$ cat src/rtl/vram_write_sched.sv
// vram_write_sched: shares the framebuffer VRAM write port between a host
// pixel-write stream and a rectangle-fill engine. Writes are arbitrated
// round-robin under contention and presented to the port one cycle after
// the grant through a registered output stage.

module vram_write_sched #(
    parameter int DW = 24,
    parameter int AW = 16
) (
    input  logic            CLOCK_50,
    input  logic            reset,
    input  logic            host_valid,
    output logic            host_ready,
    input  logic [AW-1:0]   host_adr,
    input  logic [DW-1:0]   host_d,
    input  logic            fill_start,
    input  logic [AW/2-1:0] fill_x0,
    input  logic [AW/2-1:0] fill_y0,
    input  logic [AW/2-1:0] fill_x1,
    input  logic [AW/2-1:0] fill_y1,
    input  logic [DW-1:0]   fill_color,
    output logic            fill_busy,
    output logic            fill_done,
    output logic [AW-1:0]   vram_wadr,
    output logic            vram_we,
    output logic [DW-1:0]   vram_d
);

    localparam int HW = AW / 2;

    // Round-robin memory: which requester won the most recent contended cycle
    localparam logic RR_HOST = 1'b0;
    localparam logic RR_FILL = 1'b1;

    typedef enum logic [1:0] {
        IDLE,
        FILL,
        DONE
    } state_t;

    state_t        state;
    logic [HW-1:0] x0_q;
    logic [HW-1:0] x1_q;
    logic [HW-1:0] y1_q;
    logic [HW-1:0] cx;
    logic [HW-1:0] cy;
    logic [DW-1:0] color_q;
    logic          rr_last;

    logic          fill_req;
    logic          contended;
    logic          grant_host;
    logic          grant_fill;
    logic          row_end;
    logic          last_pixel;
    logic          degenerate;

    // Combinational arbitration: one grant per cycle, alternate under contention
    always_comb begin
        fill_req   = (state == FILL);
        contended  = host_valid && fill_req;
        grant_host = host_valid && (!fill_req || (rr_last == RR_FILL));
        grant_fill = fill_req && !grant_host;
        host_ready = grant_host;
        row_end    = (cx == x1_q);
        last_pixel = row_end && (cy == y1_q);
        degenerate = (fill_x1 < fill_x0) || (fill_y1 < fill_y0);
    end

    // Remember the winner of each contended cycle; uncontended grants leave it alone
    always_ff @(posedge CLOCK_50 or posedge reset) begin
        if (reset) begin
            rr_last <= RR_FILL;
        end else if (contended) begin
            rr_last <= grant_host ? RR_HOST : RR_FILL;
        end
    end

    // Fill engine: latch the rectangle, walk it row by row on each fill grant
    always_ff @(posedge CLOCK_50 or posedge reset) begin
        if (reset) begin
            state     <= IDLE;
            fill_busy <= 1'b0;
            fill_done <= 1'b0;
            x0_q      <= '0;
            x1_q      <= '0;
            y1_q      <= '0;
            cx        <= '0;
            cy        <= '0;
            color_q   <= '0;
        end else begin
            case (state)
                IDLE: begin
                    fill_done <= 1'b0;
                    if (fill_start) begin
                        x0_q      <= fill_x0;
                        x1_q      <= fill_x1;
                        y1_q      <= fill_y1;
                        cx        <= fill_x0;
                        cy        <= fill_y0;
                        color_q   <= fill_color;
                        fill_busy <= 1'b1;
                        if (degenerate) begin
                            state     <= DONE;
                            fill_done <= 1'b1;
                        end else begin
                            state <= FILL;
                        end
                    end
                end
                FILL: begin
                    if (grant_fill) begin
                        if (last_pixel) begin
                            state     <= DONE;
                            fill_done <= 1'b1;
                        end else if (row_end) begin
                            cx <= x0_q;
                            cy <= cy + HW'(1);
                        end else begin
                            cx <= cx + HW'(1);
                        end
                    end
                end
                DONE: begin
                    state     <= IDLE;
                    fill_busy <= 1'b0;
                    fill_done <= 1'b0;
                end
                default: begin
                    state     <= IDLE;
                    fill_busy <= 1'b0;
                    fill_done <= 1'b0;
                end
            endcase
        end
    end

    // Registered write port: the granted write appears on the port one cycle later
    always_ff @(posedge CLOCK_50 or posedge reset) begin
        if (reset) begin
            vram_we   <= 1'b0;
            vram_wadr <= '0;
            vram_d    <= '0;
        end else if (grant_host) begin
            vram_we   <= 1'b1;
            vram_wadr <= host_adr;
            vram_d    <= host_d;
        end else if (grant_fill) begin
            vram_we   <= 1'b1;
            vram_wadr <= {cy, cx};
            vram_d    <= color_q;
        end else begin
            vram_we   <= 1'b0;
        end
    end

endmodule

$ cat config.mk
export PLATFORM = sky130hd
export DESIGN_NAME = vram_write_sched
export DESIGN_NICKNAME = d
export VERILOG_FILES = /design/src/rtl/vram_write_sched.sv
export SDC_FILE = /design/constraint.sdc
export NUM_CORES = 1
export LEC_CHECK = 0
export CORE_ASPECT_RATIO = 0.9
export CORE_MARGIN = 3
export CORE_UTILIZATION = 53
export CTS_CLUSTER_DIAMETER = 150
export DETAILED_ROUTE_END_ITERATION = 8
export PLACE_DENSITY_LB_ADDON = 0.08
export SLEW_MARGIN = 20
export SYNTH_ARGS = -nofsm -noshare
export SYNTH_HDL_FRONTEND = slang
export SYNTH_SLANG_ARGS = --single-unit
$ cat constraint.sdc
create_clock -name CLOCK_50 -period 9.95 [get_ports CLOCK_50]
set_clock_uncertainty 0.15 [all_clocks]
set_input_delay 2.4875 -clock CLOCK_50 [delete_from_list [all_inputs] [get_ports CLOCK_50]]
set_output_delay 2.4875 -clock CLOCK_50 [all_outputs]
set_load 0.05 [all_outputs]
# After elaboration in Yosys (flattened, before gate mapping)
# Index checks and enable logic that the tools add are counted.
[totals] output_inout_bits=44 word_cells=72 register_bits=110 in_bits=100
[op_classes] n_eq_ne=8 reduce_logical=17 n_lt_le_gt_ge=2 n_addsub=2 muxes=29 bitwise_logic=1
[op_table] cell="$mux 8" n=8
[op_table] cell="$mux 24" n=2
[op_table] cell="$mux 16" n=2
[op_table] cell="$pmux 8 s2" n=2
[op_table] cell="$add 8x1->8 const B" n=2
[op_table] cell="$eq 8x8->1" n=2
[op_table] cell="$lt 8x8->1" n=2
[op_table] cell="$mux 1" n=8
[op_table] cell="$mux 2" n=4
[op_table] cell="$ne 2x1->1 const B" n=3
[op_table] cell="$reduce_and 2->1" n=3
[op_table] cell="$reduce_and 5->1" n=1
[op_table] cell="$logic_and 1x1->1" n=4
[op_table] cell="$ne 2x2->1 const B" n=2
[op_table] cell="$pmux 1 s2" n=2
[op_table] cell="$pmux 2 s2" n=1
[op_table] cell="$reduce_and 4->1" n=1
[op_table] cell="$reduce_bool 2->1" n=2
[op_table] cell="$reduce_and 3->1" n=1
[op_table] cell="$eq 2x1->1 const B" n=1
[op_table] cell="$logic_not 1->1" n=2
[op_table] cell="$logic_not 2->1" n=1
[op_table] cell="$logic_or 1x1->1" n=2
[op_table] cell="$not 1->1" n=1

# Longest topological paths before layout
[logic_depth] ltp_word=8 depth_mapped=7

# Worst setup path after synthesis
# OpenSTA, ideal clock, no wires.
[synth_timing] kind="input to output" start="input host_valid" end="output host_ready" stages=2 required_ps=7312 setup_slack_ps=4031 arrival_ps=3281 path_cell_list="o21a_1 -> clkbuf_1"
[synth_between] elab_chain_cells=1
[synth_lines] element="start, declared" line_no="12" text="input logic host_valid,"
[synth_lines] element="$logic_and 1x1->1" line_no="62" text="grant_host = host_valid && (!fill_req || (rr_last == RR_FILL));"
[synth_lines] element="end, declared" line_no="13" text="output logic host_ready,"
# Every way passes these cells.

# Worst setup path after layout
# Same ends and word-level chain as after synthesis.

==> out/qor.yml <==
placement:
  gp_congestion: 0.841
  placed_cell_area_mm2: 0.00689
  hpwl_um: 9840
  dp_slack_ns: 3.16
  io_buffers: 143
die:
  core_mm2: 0.00983
  rows: 34
  dieArea_mm2: 0.0115
  io_pins: 144
  start_util: 0.553
  die_w_um: 113
  fp.dieH_um: 102
routing:
  wire_per_inst_um: 19.2
  routed-via-count: 4264
  detail-route-antenna-nets: 0
  remaining_drc_errors: 0
  routed_wl_um: 13900
  drt-pass1-iter-count: 9
  viasPerCell: 5.91
  drt-initial-drc-count: 356
setup_path:
  reg2reg_from: "state[1]"
  startpoint_type: "primary input"
  endpoint_kind: "output port"
  rr_worst_depth: 5
  cp_cell_sequence: "clkdlybuf4s50_1, o21a_1, clkdlybuf4s50_1"
  cp-endpoint: "host_ready"
  ff2ff_setup_slack_ns: 7.14
  crit_path_frequent_cell: "clkdlybuf4s50_1"
  arrival_ns: 4.15
  regToRegEndpoint: "cx[5]"
  worstPathRequired_ns: 7.31
  path_buf_inv: 2
  worstPathMaxFanout: 6
  slowest_stage: "clkdlybuf4s50_1"
  worstSetupStartpoint: "host_valid"
  critPathKind: "primary input to output port"
  critPathMaxStageDelay_ns: 0.82
  cp.depth: 3
  cp_top_family: "buffers and inverters"
flow_run:
  cap_violations: 0
timing:
  relSlewSlack: 0.315
  max_clock_freq_ghz: 0.147
  timing.final.crit_period_ns: 6.78
  worst_pin_slew_ns: 1.03
  setup_tns_ns: 0
  final.period_utilization: 0.682
  fin_ws_ns: 3.17
  whs_ns: 0.343
  grt_setup_unrepaired: "false"
  finalSetupViolCount: 0
  slew_violations: 0
  final-hold-violation-count: 0
layout:
  mostFrequentLayoutCells: "clkdlybuf4s50_1, dfrtp_1, inv_1, mux2_2, a222oi_1"
  diodes: 0
  stdcell_area_mm2: 0.00719
  layout_commonest_cell: "clkdlybuf4s50_1"
  seqCellArea_mm2: 0.00275
  drive_gt1_frac: 0.148
  multiInputGateArea_mm2: 0.00230
  area_delta_synth_final_pct: 32.4
  nFillCells: 711
  nets: 706
pwr:
  peakVddDrop_mv: 0.208
  power.density_mw_per_mm2: 301
  p_leak_nw: 3.17
  finalPower_mw: 2.16
synthesis:
  ys_ff_latch: 110
  ys_seq_area_frac: 0.507
  synth_flop_cell: "dfrtp_1"
  synth_area_mm2: 0.00543
  yosysUniqueCellTypes: 55
  synthesis.nets: 578
  syn_area_per_cell_um2: 11.8
  yosysWarnings: 0
  async_flop_share: 1.00
  syn_inst: 462
  synth_edf_count: 0
min_path:
  hold_class: "register to register"
clocking:
  htreeDepth: 3
  clock_sinks: 110
  clkTransAtPathRegs_ns: 0.07
  numCtsBuffers: 9
  cts_resized: 0
  clock_latency_ns: 0.35
  tritoncts: "built"
  clockRootBuffer: "clkbuf_16"
  hold_buffers: 0
  post-cts-setup-buffers: 0
  clk_path_buf_depth: 2
global_route:
  grt_overflow: 0
  antenna_found_initial: 0
  grt_pass1_wl_um: 22400
  grt_pass1_vias: 4369
  grt_max_degree: 61
  grt.total_usage: 0.246
status:
  outcome: "finished clean"
==> metrics by stage <==
stage / util / std cells
CTS: 0.731 / 721
floorplan: - / 462
finish: 0.732 / 721
detailed placement: 0.702 / 705
global placement: 0.702 / 705
global route: 0.732 / 721
==> worst min-delay path: cells and delay by family (launching register included) <==
family	cells	cell delay (ns)
DFF	1	0.35
buffers and inverters	1	0.05
AOI/OAI and AO/OA	1	0.06
==> flip-flops by register name (all words and copies together), names as in the netlist <==
signal,flops
color_q,24
vram_d,24
vram_wadr,16
cx,8
cy,8
x0_q,8
x1_q,8
y1_q,8
state,2
fill_busy,1
fill_done,1
rr_last,1
vram_we,1
==> kinds of logic (layout without fill, tap and decap cells) <==
logic type,count (synthesis),in the layout,synth area share
AOI/OAI and AO/OA,108,108,0.170
buffers and inverters,91,224,0.0728
DFF,110,110,0.507
muxes,53,53,0.112
adders and majority gates,16,16,0.0369
xor gates and xnor gates,23,23,0.0412
and+or+nand+nor,61,61,0.0601
==> how the worst min path moves through the flow <==
stage	from	to	slack [ns]	cells past startpoint
2_1_floorplan	color_q[23]	vram_d[23]	0.32	2
3_3_place_gp	vram_d[12]	vram_d[12]	0.32	2
3_5_place_dp	vram_d[20]	vram_d[20]	0.33	2
4_1_cts	vram_d[19]	vram_d[19]	0.35	2
5_1_grt	vram_d[19]	vram_d[19]	0.37	2
6_report	vram_d[19]	vram_d[19]	0.34	2
==> final cells by class <==
class | instances | share of cell area
inverters | 62 | 0.0327
well taps | 126 | 0.0219
multi-input cells | 261 | 0.320
clock buffers | 9 | 0.0313
clock inverters | 7 | 0.00922
repair buffers | 146 | 0.202
flip-flops and latches | 110 | 0.383
==> synth_stat cells (3+ instances only) <==
cell	instances	share of area
mux2_2	47	0.097
buf_6	5	0.010
clkbuf_1	11	0.0076
xnor2_2	3	0.0090
o31ai_1	6	0.0083
buf_2	13	0.012
nor3_1	6	0.0055
a222oi_1	42	0.077
nand2_1	16	0.011
inv_1	61	0.042
dfrtp_1	109	0.50
nand4_1	3	0.0035
xnor2_1	18	0.029
nor2_1	11	0.0076
o21ai_0	11	0.010
nand3_1	7	0.0064
a31oi_1	5	0.0058
a21oi_1	8	0.0074
and3_1	3	0.0035
a2bb2oi_1	7	0.011
ha_1	16	0.037
mux2_4	4	0.011
a211oi_1	7	0.0097
==> power breakdown <==
part	internal, mW	switching, mW	total (mW)
logic	0.439	0.552	0.991
clock network	0.176	0.175	0.351
registers	0.646	0.173	0.819
total	1.26	0.901	2.16
==> layer usage <==
metal  share of wire  vias to the layer above  track usage  wire length (µm)
met4          0.0059                        0       0.0397                82
met3           0.098                       10        0.104              1360
met2            0.49                      171        0.418              6810
met1            0.40                     2107        0.303              5610
li1                -                     1976            -                 -
met5               0                        -            0                 0
(Power assumes the default switching activity.)
